--- src/rtl/muldiv_pkg.sv ---
// Shared definitions for the iterative multiply/divide unit: op codes, FSM states
// and a conditional two's-complement negate used for sign fixup.
package muldiv_pkg;

  localparam int OP_MULT  = 0;
  localparam int OP_MULTU = 1;
  localparam int OP_DIV   = 2;
  localparam int OP_DIVU  = 3;
  localparam int OP_MTHI  = 4;
  localparam int OP_MTLO  = 5;

  // Widest value the negate helper handles; covers a full 2*WIDTH product for WIDTH <= 32.
  localparam int MAXW = 64;

  typedef enum logic [1:0] {
    IDLE  = 2'd0,
    CALC  = 2'd1,
    FIXUP = 2'd2
  } state_t;

  // Returns -v (mod 2^MAXW) when en is set, else v. Callers truncate to their own width,
  // which keeps the result correct modulo 2^width.
  function automatic logic [MAXW-1:0] cneg(input logic [MAXW-1:0] v, input logic en);
    return en ? (~v + MAXW'(1)) : v;
  endfunction

endpackage

--- src/rtl/muldiv_if.sv ---
// Issue/result bundle between the EX stage and the multiply/divide unit.
interface muldiv_if #(
  parameter int WIDTH = 32,
  parameter int OPW   = 3
);
  logic             start;
  logic [OPW-1:0]   op;
  logic [WIDTH-1:0] Rdata1;
  logic [WIDTH-1:0] Rdata2;
  logic             abort;
  logic             busy;
  logic             done;
  logic             div_zero;
  logic [WIDTH-1:0] HI;
  logic [WIDTH-1:0] LO;

  modport master (
    output start, op, Rdata1, Rdata2, abort,
    input  busy, done, div_zero, HI, LO
  );

  modport slave (
    input  start, op, Rdata1, Rdata2, abort,
    output busy, done, div_zero, HI, LO
  );
endinterface

--- src/rtl/muldiv_datapath.sv ---
// Shared accumulator for shift-add multiply and restoring divide on unsigned magnitudes.
// acc_hi/acc_lo hold {product hi, product lo} or {remainder, quotient/dividend}.
module muldiv_datapath #(
  parameter int WIDTH = 32
) (
  input  logic             CLK,
  input  logic             RST,
  input  logic             load,
  input  logic             step,
  input  logic             is_div,
  input  logic [WIDTH-1:0] opa,
  input  logic [WIDTH-1:0] opb,
  output logic [WIDTH-1:0] res_hi,
  output logic [WIDTH-1:0] res_lo
);

  logic [WIDTH-1:0] acc_hi, acc_lo, opnd;
  logic [WIDTH-1:0] hi_nxt, lo_nxt;
  logic [WIDTH:0]   mul_sum;
  logic [WIDTH:0]   div_shift;
  logic [WIDTH:0]   div_diff;

  always_comb begin
    mul_sum   = {1'b0, acc_hi} + (acc_lo[0] ? {1'b0, opnd} : '0);
    div_shift = {acc_hi, acc_lo[WIDTH-1]};
    // Partial remainder stays below the divisor, so WIDTH+1 bits hold the difference
    // and its top bit is a reliable borrow.
    div_diff  = div_shift - {1'b0, opnd};
    hi_nxt    = acc_hi;
    lo_nxt    = acc_lo;
    if (is_div) begin
      if (!div_diff[WIDTH]) begin
        hi_nxt = div_diff[WIDTH-1:0];
        lo_nxt = {acc_lo[WIDTH-2:0], 1'b1};
      end else begin
        hi_nxt = div_shift[WIDTH-1:0];
        lo_nxt = {acc_lo[WIDTH-2:0], 1'b0};
      end
    end else begin
      hi_nxt = mul_sum[WIDTH:1];
      lo_nxt = {mul_sum[0], acc_lo[WIDTH-1:1]};
    end
  end

  always_ff @(posedge CLK or posedge RST) begin
    if (RST) begin
      acc_hi <= '0;
      acc_lo <= '0;
      opnd   <= '0;
    end else if (load) begin
      acc_hi <= '0;
      acc_lo <= opa;
      opnd   <= opb;
    end else if (step) begin
      acc_hi <= hi_nxt;
      acc_lo <= lo_nxt;
    end
  end

  assign res_hi = acc_hi;
  assign res_lo = acc_lo;

endmodule

--- src/rtl/muldiv_unit.sv ---
// Iterative MIPS multiply/divide unit with architectural HI/LO, busy/done handshake,
// sign fixup for signed ops and a sticky divide-by-zero flag.
module muldiv_unit
  import muldiv_pkg::*;
#(
  parameter int WIDTH = 32,
  parameter int OPW   = 3
) (
  input  logic      CLK,
  input  logic      RST,
  muldiv_if.slave   bus
);

  // state | meaning
  // IDLE  | waiting for an issue; MTHI/MTLO complete here
  // CALC  | one radix-2 step per cycle (skipped straight to FIXUP on zero divisor)
  // FIXUP | apply result signs, write HI/LO, pulse done

  localparam int CW = $clog2(WIDTH + 1);

  state_t           state, state_nxt;
  logic [CW-1:0]    cnt;
  logic             is_div_q, neg_lo_q, neg_hi_q, dz_q;
  logic [WIDTH-1:0] hi_q, lo_q;
  logic             done_q, div_zero_q;

  logic             op_md, op_div, op_signed, op_mthi, op_mtlo;
  logic             issue_ok, load, step, wr;
  logic             s1, s2;
  logic [WIDTH-1:0] mag1, mag2;
  logic [WIDTH-1:0] res_hi, res_lo;
  logic [2*WIDTH-1:0] prod_s;
  logic [WIDTH-1:0] quo_s, rem_s, dz_hi;

  always_comb begin
    op_md     = (bus.op == OPW'(OP_MULT)) || (bus.op == OPW'(OP_MULTU)) ||
                (bus.op == OPW'(OP_DIV))  || (bus.op == OPW'(OP_DIVU));
    op_div    = (bus.op == OPW'(OP_DIV))  || (bus.op == OPW'(OP_DIVU));
    op_signed = (bus.op == OPW'(OP_MULT)) || (bus.op == OPW'(OP_DIV));
    op_mthi   = (bus.op == OPW'(OP_MTHI));
    op_mtlo   = (bus.op == OPW'(OP_MTLO));
    issue_ok  = (state == IDLE) && bus.start && !bus.abort;
    s1        = op_signed && bus.Rdata1[WIDTH-1];
    s2        = op_signed && bus.Rdata2[WIDTH-1];
    mag1      = WIDTH'(cneg(MAXW'(bus.Rdata1), s1));
    mag2      = WIDTH'(cneg(MAXW'(bus.Rdata2), s2));
  end

  always_comb begin
    state_nxt = state;
    load      = 1'b0;
    step      = 1'b0;
    wr        = 1'b0;
    case (state)
      IDLE: begin
        if (issue_ok && op_md) begin
          load      = 1'b1;
          state_nxt = CALC;
        end
      end
      CALC: begin
        if (bus.abort) begin
          state_nxt = IDLE;
        end else if (dz_q) begin
          state_nxt = FIXUP;
        end else begin
          step = 1'b1;
          if (cnt == CW'(1)) state_nxt = FIXUP;
        end
      end
      FIXUP: begin
        state_nxt = IDLE;
        if (!bus.abort) wr = 1'b1;
      end
      default: state_nxt = IDLE;
    endcase
  end

  always_ff @(posedge CLK or posedge RST) begin
    if (RST) state <= IDLE;
    else     state <= state_nxt;
  end

  always_ff @(posedge CLK or posedge RST) begin
    if (RST) begin
      cnt      <= '0;
      is_div_q <= 1'b0;
      neg_lo_q <= 1'b0;
      neg_hi_q <= 1'b0;
      dz_q     <= 1'b0;
    end else if (load) begin
      cnt      <= CW'(WIDTH);
      is_div_q <= op_div;
      neg_lo_q <= s1 ^ s2;
      neg_hi_q <= s1;
      dz_q     <= op_div && (bus.Rdata2 == '0);
    end else if (step) begin
      cnt <= cnt - CW'(1);
    end
  end

  muldiv_datapath #(.WIDTH(WIDTH)) u_dp (
    .CLK    (CLK),
    .RST    (RST),
    .load   (load),
    .step   (step),
    .is_div (op_div),
    .opa    (mag1),
    .opb    (mag2),
    .res_hi (res_hi),
    .res_lo (res_lo)
  );

  // On a zero divisor no step runs, so res_lo still holds |dividend|; re-signing it
  // with the remainder sign restores the original dividend for HI.
  always_comb begin
    prod_s = (2*WIDTH)'(cneg(MAXW'({res_hi, res_lo}), neg_lo_q));
    quo_s  = WIDTH'(cneg(MAXW'(res_lo), neg_lo_q));
    rem_s  = WIDTH'(cneg(MAXW'(res_hi), neg_hi_q));
    dz_hi  = WIDTH'(cneg(MAXW'(res_lo), neg_hi_q));
  end

  always_ff @(posedge CLK or posedge RST) begin
    if (RST) begin
      hi_q       <= '0;
      lo_q       <= '0;
      done_q     <= 1'b0;
      div_zero_q <= 1'b0;
    end else begin
      done_q <= wr;
      if (wr) begin
        if (!is_div_q) begin
          hi_q <= prod_s[2*WIDTH-1:WIDTH];
          lo_q <= prod_s[WIDTH-1:0];
        end else if (dz_q) begin
          hi_q       <= dz_hi;
          lo_q       <= '1;
          div_zero_q <= 1'b1;
        end else begin
          hi_q       <= rem_s;
          lo_q       <= quo_s;
          div_zero_q <= 1'b0;
        end
      end else if (issue_ok && op_mthi) begin
        hi_q <= bus.Rdata1;
      end else if (issue_ok && op_mtlo) begin
        lo_q <= bus.Rdata1;
      end
    end
  end

  assign bus.busy     = (state != IDLE);
  assign bus.done     = done_q;
  assign bus.div_zero = div_zero_q;
  assign bus.HI       = hi_q;
  assign bus.LO       = lo_q;

endmodule

--- src/flat_wrapper.sv ---
// flat-port wrapper written by rule: the top's interface ports become plain ports
module muldiv_unit_flat import muldiv_pkg::*;
#(
  parameter int WIDTH = 32,
  parameter int OPW   = 3
)
  (CLK, RST, bus_start, bus_op, bus_Rdata1, bus_Rdata2, bus_abort, bus_busy, bus_done, bus_div_zero, bus_HI, bus_LO);
  muldiv_if #(.WIDTH(WIDTH), .OPW(OPW)) bus_i ();
  input  logic CLK;
  input  logic RST;
  input wire logic [$bits(bus_i.start)-1:0] bus_start;
  input wire logic [$bits(bus_i.op)-1:0] bus_op;
  input wire logic [$bits(bus_i.Rdata1)-1:0] bus_Rdata1;
  input wire logic [$bits(bus_i.Rdata2)-1:0] bus_Rdata2;
  input wire logic [$bits(bus_i.abort)-1:0] bus_abort;
  output wire logic [$bits(bus_i.busy)-1:0] bus_busy;
  output wire logic [$bits(bus_i.done)-1:0] bus_done;
  output wire logic [$bits(bus_i.div_zero)-1:0] bus_div_zero;
  output wire logic [$bits(bus_i.HI)-1:0] bus_HI;
  output wire logic [$bits(bus_i.LO)-1:0] bus_LO;
  assign bus_i.start = bus_start;
  assign bus_i.op = bus_op;
  assign bus_i.Rdata1 = bus_Rdata1;
  assign bus_i.Rdata2 = bus_Rdata2;
  assign bus_i.abort = bus_abort;
  assign bus_busy = bus_i.busy;
  assign bus_done = bus_i.done;
  assign bus_div_zero = bus_i.div_zero;
  assign bus_HI = bus_i.HI;
  assign bus_LO = bus_i.LO;
  muldiv_unit #(.WIDTH(WIDTH), .OPW(OPW)) u_core (.CLK(CLK), .RST(RST), .bus(bus_i));
endmodule
--- config.mk ---
export PLATFORM = sky130hd
export DESIGN_NAME = muldiv_unit_flat
export DESIGN_NICKNAME = d
export VERILOG_FILES = /design/src/rtl/muldiv_pkg.sv /design/src/rtl/muldiv_if.sv /design/src/rtl/muldiv_datapath.sv /design/src/rtl/muldiv_unit.sv /design/src/flat_wrapper.sv
export SDC_FILE = /design/constraint.sdc
export NUM_CORES = 1
export LEC_CHECK = 0
export CAP_MARGIN = 20
export CELL_PAD_IN_SITES_DETAIL_PLACEMENT = 1
export CELL_PAD_IN_SITES_GLOBAL_PLACEMENT = 2
export CORE_MARGIN = 2
export CORE_UTILIZATION = 32
export DETAILED_ROUTE_END_ITERATION = 8
export HOLD_SLACK_MARGIN = 0.02
export PLACE_DENSITY = 0.81
export SYNTH_ARGS = -nofsm -noshare
export SYNTH_HDL_FRONTEND = slang
export SYNTH_SLANG_ARGS = --single-unit
--- constraint.sdc ---
create_clock -name CLK -period 6.1 [get_ports CLK]
set_input_delay 1.22 -clock CLK [delete_from_list [all_inputs] [get_ports CLK]]
set_output_delay 1.22 -clock CLK [all_outputs]
set_load 0.1 [all_outputs]
==> key figures, run 1 <==
Critical path
  – CP max stage cell: o311ai_0
  – Worst R2R End: u_core.u_dp.res_hi[29]
  – Crit path kind: reg -> reg
  – Worst path cell trace: inv_1 > buf_4 > nor2_1 > ha_1 > nor2b_1 > o31a_1 > o311ai_0 > o31ai_1 > a31o_2 > a311oi_1 > nor2_1 > a31oi_1 > xnor2_1 > a221o_1
  – Worst Path Required: approximately 6.5 ns
  – Critical path launch point type: flop
  – Reg-to-reg slack, setup: ~1.7 ns
  – CP top delay family: compound AO/OA/AOI/OAI gates
  – Buffers plus inverters on the worst setup path: 2
  – Worst Setup SP: u_core.u_dp.res_lo[0]
  – Crit end category: flop
  – Worst Reg-to-Reg Cells: 14
  – Origin of the critical flop-to-flop path: u_core.u_dp.res_lo[0]
  – Max incr delay on CP: approximately 0.63 ns
  – Max FO, Critical Path: 30
  – Most frequent CP cell: nor2_1
  – Crit path arrival time: between 4 and 5 ns

Drt
  – WL per Instance: ~21 µm
  – Post-DRT Antenna Nets: 0
  – DRC viols: 0
  – Drt first pass iters: 5
  – Drt initial violations: around 1,100
  – Via/cell ratio: about 5.7
  – WL final: ~60 mm
  – Via count: between 15,000 and 20,000

Place
  – DP HPWL: around 44 mm
  – Dpl ws: ~1.4 ns
  – Gpl congestion: ~0.9
  – Port Buffer Count: 137

Worst hold path
  – Hold Crit Class: reg -> reg
  – Worst hold path endpoint: u_core.u_dp.opnd[5]
  – Worst hold stages: 2
  – Beginning of the worst hold path: u_core.u_dp.opnd[5]

GRT
  – Largest net degree at the start of global routing: between 100 and 150
  – Most Crowded Layer GR: met2
  – Initial antenna violation count: 2
  – Routing usage on met3: about 2.8%
  – Grt ovf: 0
  – Total track usage: between 20% and 30%
  – First-pass GRT wire length: between 90 and 100 mm
  – Met2 usage: a little under two fifths
  – Vias in the first global route: 15,917
  – M1 GR Usage: 31.6%

Logic synthesis
  – Mapped Cells: slightly above 2,000
  – Mapped cell area: 0.0159 mm²
  – EDFF count, synth: 0
  – #FFs+latches synth: 174
  – Seq/Total Area, Yosys: between 20 and 30%
  – Syn. warnings: 0
  – Mapped Avg Cell Area: about 7.7 µm²
  – Async S/R FF share, synth: 100%
  – Synth unique cells: 83
  – Ys flop type: dfrtp_1
  – Syn_nets: approximately 2,200

Clock network
  – CTS tree: built
  – H-tree depth: 4
  – Worst-Skew Late Latency: between 0.4 and 0.5 ns
  – Max Buffers Root-to-Sink: 2
  – Clk slew on worst S/H paths: approximately 0.080 ns
  – CTS sink count: 174
  – Root Driver: clkbuf_16
  – Hold_buf cts: 0
  – Post-CTS setup buffer count: 0
  – Post-CTS sizing: 0
  – CTS buffer count: 17

Timing
  – Final setup TNS: 0 ns
  – Setup Skew: between 0.01 and 0.015 ns
  – Min cycle time layout: 4.39 ns
  – Setup violations, final: 0
  – RSZ-0062 raised after global routing: no
  – Crit share post-route: 72.0%
  – Fmax achieved: approximately 230 MHz
  – Worst-Margin Slew: 1.09 ns
  – Final WS setup: approximately 1.7 ns
  – Final Max Tran Viols: 0
  – Slew HR: between 20% and 30%
  – Hold Fails Final Rpt: 0

Final layout
  – Share of layout cells above drive strength 1: between 5 and 6%
  – Nets: ~2,200
  – Area growth from synthesis to layout: 15.2%
  – Diode count: 0

Floorplanning
  – DIE WIDTH: 227 µm
  – Num rows: 81
  – I/O pins: 138
  – Die Y-Extent: between 200 and 250 µm
  – Core region area: 0.0490 mm²
  – Die area: roughly 0.051 mm²
  – Starting density of the core: between 30% and 40%

Outcome
  – Outcome: complete, no violations

Power and ir drop
  – Leak pwr: between 0.007 and 0.008 µW
  – Maximum VDD drop: approximately 0.00025 V
  – PwrDens: between 500 and 600 mW/mm²

Flow run
  – Max-cap violations: 0
routing by layer:
metal / part of all wire, % / vias up / wire length [µm]
li1: - / 7442 / -
met1: 47 / 7788 / 27800
met2: 46 / 387 / 27500
met3: 4.2 / 76 / 2460
met4: 2.2 / 2 / 1320
met5: 0.022 / - / 13
Yosys cell counts, types with 8 or more instances:
cell | number | share of area [%]
a211oi_1 | 24 | 1.1
a21o_1 | 38 | 1.8
a21oi_1 | 137 | 4.3
a221oi_1 | 11 | 0.61
a22oi_1 | 16 | 0.76
a31oi_1 | 19 | 0.75
a32oi_1 | 36 | 2.0
and2_1 | 14 | 0.55
buf_1 | 11 | 0.26
clkbuf_1 | 139 | 3.3
dfrtp_1 | 174 | 27
ha_1 | 70 | 5.5
inv_1 | 68 | 1.6
mux2i_1 | 42 | 2.6
nand2_1 | 287 | 6.8
nand2b_1 | 27 | 1.1
nand3_1 | 38 | 1.2
nor2_1 | 149 | 3.5
nor2b_1 | 21 | 0.83
nor3_1 | 37 | 1.2
nor4_1 | 18 | 0.71
o211ai_1 | 62 | 2.9
o21ai_0 | 171 | 5.4
o21bai_1 | 8 | 0.38
o221ai_1 | 12 | 0.66
o22ai_1 | 11 | 0.43
o31ai_1 | 28 | 1.3
o32ai_1 | 10 | 0.55
o41ai_1 | 13 | 0.72
or2_2 | 18 | 0.71
or3_1 | 26 | 1.0
or4_1 | 8 | 0.38
xnor2_1 | 97 | 5.4
xor2_1 | 96 | 5.3
power by group:
group | internal, µW | leakage, µW | total [µW] | switching [µW]
clock | 628 | 0.000283 | 1170 | 538
combinational | 2030 | 0.00483 | 6200 | 4170
sequential | 1580 | 0.00216 | 2250 | 666
placed cells by master (no fill, tap or decap), types with 42 or more instances in the layout:
cell	n
a21oi_1	137
clkdlybuf4s50_1	137
dfrtp_1	171
ha_1	70
inv_1	67
mux2i_1	42
nand2_1	287
nor2_1	145
o211ai_1	62
o21ai_0	171
xnor2_1	97
xor2_1	95
state kept, by name, indices dropped and copies added, names as in the netlist:
name and cells:
u_core.is_div_q 1, u_core.bus.done 1, u_core.neg_hi_q 1, u_core.bus.LO 32
u_core.state 2, u_core.bus.div_zero 1, u_core.cnt 6, u_core.u_dp.opnd 32
u_core.u_dp.res_lo 32, u_core.neg_lo_q 1, u_core.u_dp.res_hi 32, u_core.bus.HI 32
u_core.dz_q 1
worst min-delay path: cells and delay by family (launching register included):
kind | cells | cell delay (ns)
flops | 1 | 0.34
compound gates | 1 | 0.06
simple gates | 1 | 0.05
per-stage QoR:
step | std cells | area [µm²] | hold WS, ns | power [µW] | utilization (%)
after floorplan | 2057 | 15900 | 0.450 | 6750 | -
after global placement | 2724 | 17700 | 0.462 | 8250 | 36.2
after detailed placement | 2724 | 17700 | 0.471 | 8410 | 36.2
after CTS | 2756 | 18300 | 0.487 | 9580 | 37.4
after global routing | 2756 | 18300 | 0.510 | 10200 | 37.4
final | 2756 | 18300 | 0.480 | 9610 | 37.4
cell type report:
type | count | area (µm²)
clock buffers | 20 | 457
clock inverters | 12 | 136
fillers | 5961 | 30700
inverters | 68 | 263
multi-input cells | 1655 | 10700
flip-flops and latches | 174 | 4360
well taps | 664 | 831
repair buffers | 163 | 1570
worst max path at each step:
stage	endpoint	slack, ns	depth (start not counted)
4_1_cts	u_core.u_dp.res_hi[29]	1.71	14
2_1_floorplan	u_core.bus.HI[0]	0.16	1
6_report	u_core.u_dp.res_hi[29]	1.71	14
5_1_grt	u_core.u_dp.res_hi[29]	1.43	14
3_5_place_dp	u_core.u_dp.res_lo[31]	1.37	11
3_3_place_gp	u_core.u_dp.res_lo[29]	1.42	11
cells by family (layout without fill, tap and decap cells):
logic type	after synthesis	in the layout	share of synthesized area (%)
compound gates	652	652	26.9
xor+xnor	194	194	10.7
fa+ha+maj	72	72	5.77
buf+inv	228	263	5.58
flops	174	174	27.4
mux	45	45	2.93
simple gates	692	692	20.7
No activity file was read; power rests on OpenSTA's default activity.
==> run 2: changes to the inputs <==
- clock period: 6.1 -> 3.7 ns (I/O delays scaled with it)
==> run 2 against run 1 <==
  * Global-route usage rose by 1.7 points
  * Non-clock buffer count rose by 141
  * Combinational power rose by 84%
  * Clock skew rose by 0.0080 ns
  * Utilization rose by 2.6 points
  * First-iteration DRC count fell by 1.7%
  * Sequential share of layout area fell by 1.5 points
  * Clock-buffer cell count rose by 1
  * Sequential power rose by 51%
  * Fmax rose by 23%
  * Final area rose by 6.9%
  * Hold slack got worse by 0.0010 ns
  * Critical path type unchanged
==> key figures, run 2 (synthesis results as in run 1) <==
Clock network
  – H-tree depth: 4
  – CTS sink count: 174
  – Clk slew on worst S/H paths: 0.08 ns
  – Max Buffers Root-to-Sink: 2
  – CTS buffer count: 17
  – Root Driver: clkbuf_16
  – Worst-Skew Late Latency: slightly above 0.5 ns
  – Hold_buf cts: 0
  – CTS tree: built

Timing
  – Final Max Tran Viols: 0
  – Slew HR: a little under a third
  – Final setup TNS: 0 ns
  – Fmax achieved: ~280 MHz
  – Hold Fails Final Rpt: 0
  – Min cycle time layout: roughly 3.6 ns
  – RSZ-0062 raised after global routing: no
  – Setup Skew: around 0.021 ns
  – Crit share post-route: 96.5%
  – Worst-Margin Slew: between 1 and 1.5 ns
  – Final WS setup: approximately 0.13 ns
  – Setup violations, final: 0

Final layout
  – Share of layout cells above drive strength 1: roughly an eighth
  – Diode count: 0
  – Commonest non-fill, non-tap cell in the layout: nand2_1
  – Fill cell count: ~5,900
  – Nets: approximately 2,400
  – Area growth from synthesis to layout: 23.1%
  – Layout Cells excl Fill: roughly 2,900
  – Fin util: 39.9%
  – Most frequent cells in the layout: 287 x nand2_1, 170 x dfrtp_1, 169 x o21ai_0

Drt
  – Post-DRT Antenna Nets: 0
  – Via/cell ratio: ~5.6
  – Drt initial violations: between 1,000 and 1,500
  – DRC viols: 0
  – Drt first pass iters: 5
  – WL per Instance: between 20 and 25 µm
  – Via count: 16,292
  – WL final: 62.9 mm

GRT
  – Most Crowded Layer GR: met2
  – Largest net degree at the start of global routing: 59
  – Total track usage: 24.8%
  – Routing usage on met3: under 10%
  – M1 GR Usage: 33.0%
  – First-pass GRT wire length: a little under 100 mm
  – Met2 usage: about two fifths
  – Grt ovf: 0
  – Initial antenna violation count: 1
  – Vias in the first global route: ~17,000

Power and ir drop
  – Switch Pwr: approximately 9100 µW
  – PwrDens: roughly 860 mW/mm²
  – Sequential share of power: ~20%
  – Proportion of power drawn by the clock network: between 10% and 20%
  – Maximum VDD drop: 0.000418 V
  – Cell Int Power: between 7000 and 8000 µW
  – Gate power share: a little under 70%
  – Total power: between 15,000 and 20,000 µW
  – Net Sw Frac: 54.0%
  – Leak pwr: 0.00802 µW

Outcome
  – Outcome: complete, no violations

Critical path
  – Crit path kind: reg -> reg
  – Crit path arrival time: approximately 4 ns
  – Max incr delay on CP: 0.58 ns
  – Critical path launch point type: flop
  – CP max stage cell: or4_1
  – Worst R2R End: u_core.bus.HI[31]
  – Origin of the critical flop-to-flop path: u_core.u_dp.res_hi[0]
  – Reg-to-reg slack, setup: around 0.13 ns
  – Worst Reg-to-Reg Cells: 10
  – Crit end category: flop
  – Max FO, Critical Path: 6
  – Worst path cell trace: buf_4 > or4_1 > nor4_2 > nand4b_1 > or2_1 > or3_1 > o21ai_0 > xnor2_1 > o211ai_1 > o21ai_0
  – Worst Path Required: between 4 and 5 ns
  – Most frequent CP cell: o21ai_0

Worst hold path
  – Worst hold path endpoint: u_core.u_dp.opnd[25]
  – Beginning of the worst hold path: u_core.u_dp.opnd[25]
  – Hold Crit Class: reg -> reg
  – Worst hold stages: 2

Place
  – DP HPWL: around 47 mm
  – Gpl congestion: around 0.89
  – Port Buffer Count: 137
  – Placed Cells incl. Taps: roughly 2,900
  – Dpl ws: -0.375 ns

Flow run
  – Max-cap violations: 0

Floorplanning
  – Core region area: 0.0490 mm²
  – Starting density of the core: 32.4%
  – Num rows: 81
  – DIE WIDTH: roughly 230 µm
  – Die Y-Extent: approximately 230 µm
  – Die area: ~0.05 mm²
  – I/O pins: around 140
==> run 2: changes by cell type in the layout (fill, tap and decap cells not counted), moves of 2 or more <==
cell	before	now
a211oi_1	24	21
a211oi_2	0	3
a31oi_1	19	17
a31oi_2	0	2
buf_12	0	6
buf_4	26	160
clkbuf_8	2	4
clkinv_4	3	1
inv_1	67	65
inv_2	0	2
o21ai_0	171	169
o311ai_0	5	3
o31ai_1	28	26
==> run 2: stage by stage <==
step / hold slack [ns] / instance area [µm²]
floorplan: 0.450 / 15900
global placement: 0.465 / 18800
detailed placement: 0.473 / 18800
CTS: 0.488 / 19500
global route: 0.506 / 19600
finish: 0.479 / 19600
==> run 2: power by group through the flow <==
stage / combinational, µW / sequential (µW) / clock [µW]
5_1_grt: 12300 / 3490 / 2150
3_3_place_gp: 11000 / 3360 / 0
2_1_floorplan: 5480 / 5660 / 0
4_1_cts: 11300 / 3380 / 2090
3_5_place_dp: 11200 / 3400 / 0
6_report: 11400 / 3390 / 2050
==> run 2: routing by layer <==
layer / vias up / wire length, µm
li1: 7740 / -
met1: 8113 / 29300
met2: 359 / 29400
met3: 78 / 2480
met4: 2 / 1620
met5: - / 13
==> run 2: worst max-delay path by stage <==
stage / start / to
global placement: bus_Rdata1[6] / u_core.u_dp.res_lo[29]
detailed placement: bus_Rdata1[6] / u_core.u_dp.res_lo[29]
finish: u_core.u_dp.res_hi[0] / u_core.bus.HI[31]
floorplan: u_core.u_dp.res_lo[0] / u_core.u_dp.res_hi[29]
CTS: u_core.u_dp.res_lo[0] / u_core.u_dp.res_hi[30]
global route: bus_Rdata1[6] / u_core.u_dp.res_lo[29]
==> run 2: area by class of cell <==
cell class              instances  area (µm²)  share of cell area [%]
inverters                      68         259                    1.32
well taps                     664         831                    4.25
multi-input cells            1655       10800                    55.1
flip-flops and latches        174        4360                    22.3
repair buffers                304        2700                    13.8
clock inverters                11         153                   0.781
clock buffers                  21         480                    2.46
==> run 2: worst max-delay path, delay by kind of cell, from the launching register on <==
| kind | cells | cell delay (ns) |
|---|---|---|
| and+or+nand+nor | 5 | 2.11 |
| DFF | 1 | 0.46 |
| buffers and inverters | 1 | 0.19 |
| AOI/OAI and AO/OA | 3 | 0.56 |
| xor gates and xnor gates | 1 | 0.11 |
==> run 2: what timing repair did <==
action                                  in CTS  in global routing
endpoints found under the setup margin       8                 31
hold endpoints to repair                     0                  0
resized for setup                            5                 18
cloned                                       0                  0
setup buffers                                0                  3
pin swaps                                    0                  3
==> run 3: changes to the inputs <==
- CELL_PAD_IN_SITES_GLOBAL_PLACEMENT: 2 -> 1
- CORE_MARGIN: 2 -> default
- CORE_UTILIZATION: 32 -> 40
==> run 3 against run 2 <==
  * Sequential power about the same
  * Register-to-register slack got worse by 0.06 ns
  * Sequential cell count unchanged
  * Clock skew decreased by 0.0086 ns
  * Global-route usage increased by 5.0 points
  * Sequential share of layout area increased by 0.38 points
  * First-iteration DRC count increased by 16%
  * Cell count decreased by 5.8%
  * Setup slack got worse by 0.057 ns
  * Largest cell class unchanged
==> key figures, run 3 (synthesis results as in run 1) <==
Outcome
  – Outcome: complete, no violations

Power and ir drop
  – Leak pwr: a little under 0.008 µW
  – Maximum VDD drop: 0.000413 V
  – PwrDens: 874 mW/mm²
  – Total power: between 15,000 and 20,000 µW

Floorplanning
  – Die Y-Extent: about 200 µm
  – DIE WIDTH: 201 µm
  – Num rows: 72
  – I/O pins: 138
  – Die area: between 0.04 and 0.05 mm²
  – Core region area: around 0.04 mm²
  – Starting density of the core: 40.8%

Worst hold path
  – Beginning of the worst hold path: u_core.u_dp.opnd[21]
  – Hold Crit Class: reg -> reg

GRT
  – Largest net degree at the start of global routing: 68
  – Grt ovf: 0
  – Initial antenna violation count: 1
  – First-pass GRT wire length: 96.4 mm
  – Total track usage: about 30%
  – Vias in the first global route: ~17,000

Final layout
  – Nets: ~2,300
  – Commonest non-fill, non-tap cell in the layout: nand2_1
  – Diode count: 0
  – Fill cell count: approximately 4,700
  – Multi-input combinational cell area: about 0.011 mm²
  – Area growth from synthesis to layout: 21.0%
  – Fin util: between 40% and 50%
  – Reg area: approximately 0.0044 mm²
  – Most frequent cells in the layout: 287 x nand2_1, 170 x dfrtp_1, 169 x o21ai_0
  – Share of layout cells above drive strength 1: approximately 11%

Timing
  – Final Max Tran Viols: 0
  – Min cycle time layout: 3.63 ns
  – Setup Skew: approximately 0.012 ns
  – Slew HR: between 30 and 40%
  – Worst-Margin Slew: slightly below 1 ns
  – Worst hold margin: 0.484 ns
  – Hold Fails Final Rpt: 0
  – Crit share post-route: a little over nine tenths
  – Fmax achieved: approximately 280 MHz
  – Setup violations, final: 0
  – Final setup TNS: 0 ns

Critical path
  – CP top delay family: compound AO/OA/AOI/OAI gates
  – Max incr delay on CP: around 0.42 ns
  – Max FO, Critical Path: 18
  – CP max stage cell: fa_1
  – Crit path kind: reg -> reg
  – Buffers plus inverters on the worst setup path: 4
  – Worst path cell trace: inv_1 > ha_1 > fa_1 > nand2b_1 > a21o_1 > a31oi_1 > buf_4 > o211ai_1 > a31oi_2 > a211oi_2 > buf_4 > xnor2_2 > buf_12 > mux2i_1 > a21oi_1 > a21o_1
  – Crit end category: flop
  – Worst Path Required: slightly above 4 ns
  – Crit path arrival time: between 3 and 4 ns
  – Critical path launch point type: flop
  – Origin of the critical flop-to-flop path: u_core.u_dp.res_lo[31]
  – Worst Setup SP: u_core.u_dp.res_lo[31]

Drt
  – Post-DRT Antenna Nets: 0
  – Drt first pass iters: 5
  – Drt initial violations: around 1,300
  – WL final: roughly 60 mm
  – Via/cell ratio: roughly 6.1
  – Via count: ~17,000
  – WL per Instance: ~22 µm
  – DRC viols: 0

Clock network
  – Worst-Skew Late Latency: between 0.4 and 0.5 ns
  – H-tree depth: 4
  – Hold_buf cts: 0
  – Root Driver: clkbuf_16
  – Max Buffers Root-to-Sink: 2
  – CTS buffer count: 17
  – CTS tree: built
  – Clk slew on worst S/H paths: 0.08 ns
  – CTS sink count: 174

Place
  – Gpl congestion: around 0.91
  – Port Buffer Count: between 100 and 150
  – DP HPWL: 44.5 mm

Flow run
  – Max-cap violations: 0
==> run 3: final timing paths <==
kind	end	depth (start not counted)	slack, ns
hold reg to reg	u_core.u_dp.opnd[21]	2	0.48
min in group asynchronous	u_core.u_dp.opnd[8]	2	0.74
hold / removal	u_core.u_dp.opnd[21]	2	0.48
setup reg to reg	u_core.u_dp.res_hi[3]	16	0.07
max in group asynchronous	u_core.bus.LO[26]	3	2.09
setup / recovery	u_core.u_dp.res_hi[3]	16	0.07
==> run 3: power by group <==
group	internal, µW	total (µW)	switching, µW
Combinational	3970	11400	7430
Sequential	2610	3380	771
Clock	1100	2010	915
Total	7680	16800	9120
==> run 3: area by class of cell <==
class | instances | share of cell area [%]
repair buffers | 282 | 13.3
multi-input cells | 1655 | 56.1
clock buffers | 19 | 2.30
inverters | 68 | 1.35
clock inverters | 13 | 0.924
well taps | 518 | 3.37
flip-flops and latches | 174 | 22.7
==> run 3: what timing repair did <==
action / 4_1_cts / 5_1_grt
pin swaps: 0 / 5
endpoints found under the setup margin: 24 / 32
resized for setup: 2 / 25
setup buffers: 0 / 4
==> run 3: metrics by stage <==
stage | cell area, µm² | std cells | setup WS (ns)
3_5_place_dp | 18500 | 2693 | -0.411
6_report | 19200 | 2729 | 0.0719
3_3_place_gp | 18500 | 2693 | -0.373
4_1_cts | 19100 | 2725 | 0.0245
5_1_grt | 19200 | 2729 | -0.00573
2_1_floorplan | 15900 | 2057 | 0.171
==> run 3: worst min-delay path, stage by stage, from the launching register on <==
cell and delay, ns:
dfrtp_1 0.34, nand2_1 0.05, o21ai_0 0.06
==> run 3: per-layer routing <==
metal | GRT usage, % | wire (µm) | vias up
met2 | 49.6 | 28400 | 542
li1 | - | - | 7697
met5 | 0 | 0 | -
met3 | 3.63 | 3160 | 123
met1 | 39.4 | 26700 | 8247
met4 | 11.8 | 1990 | 0
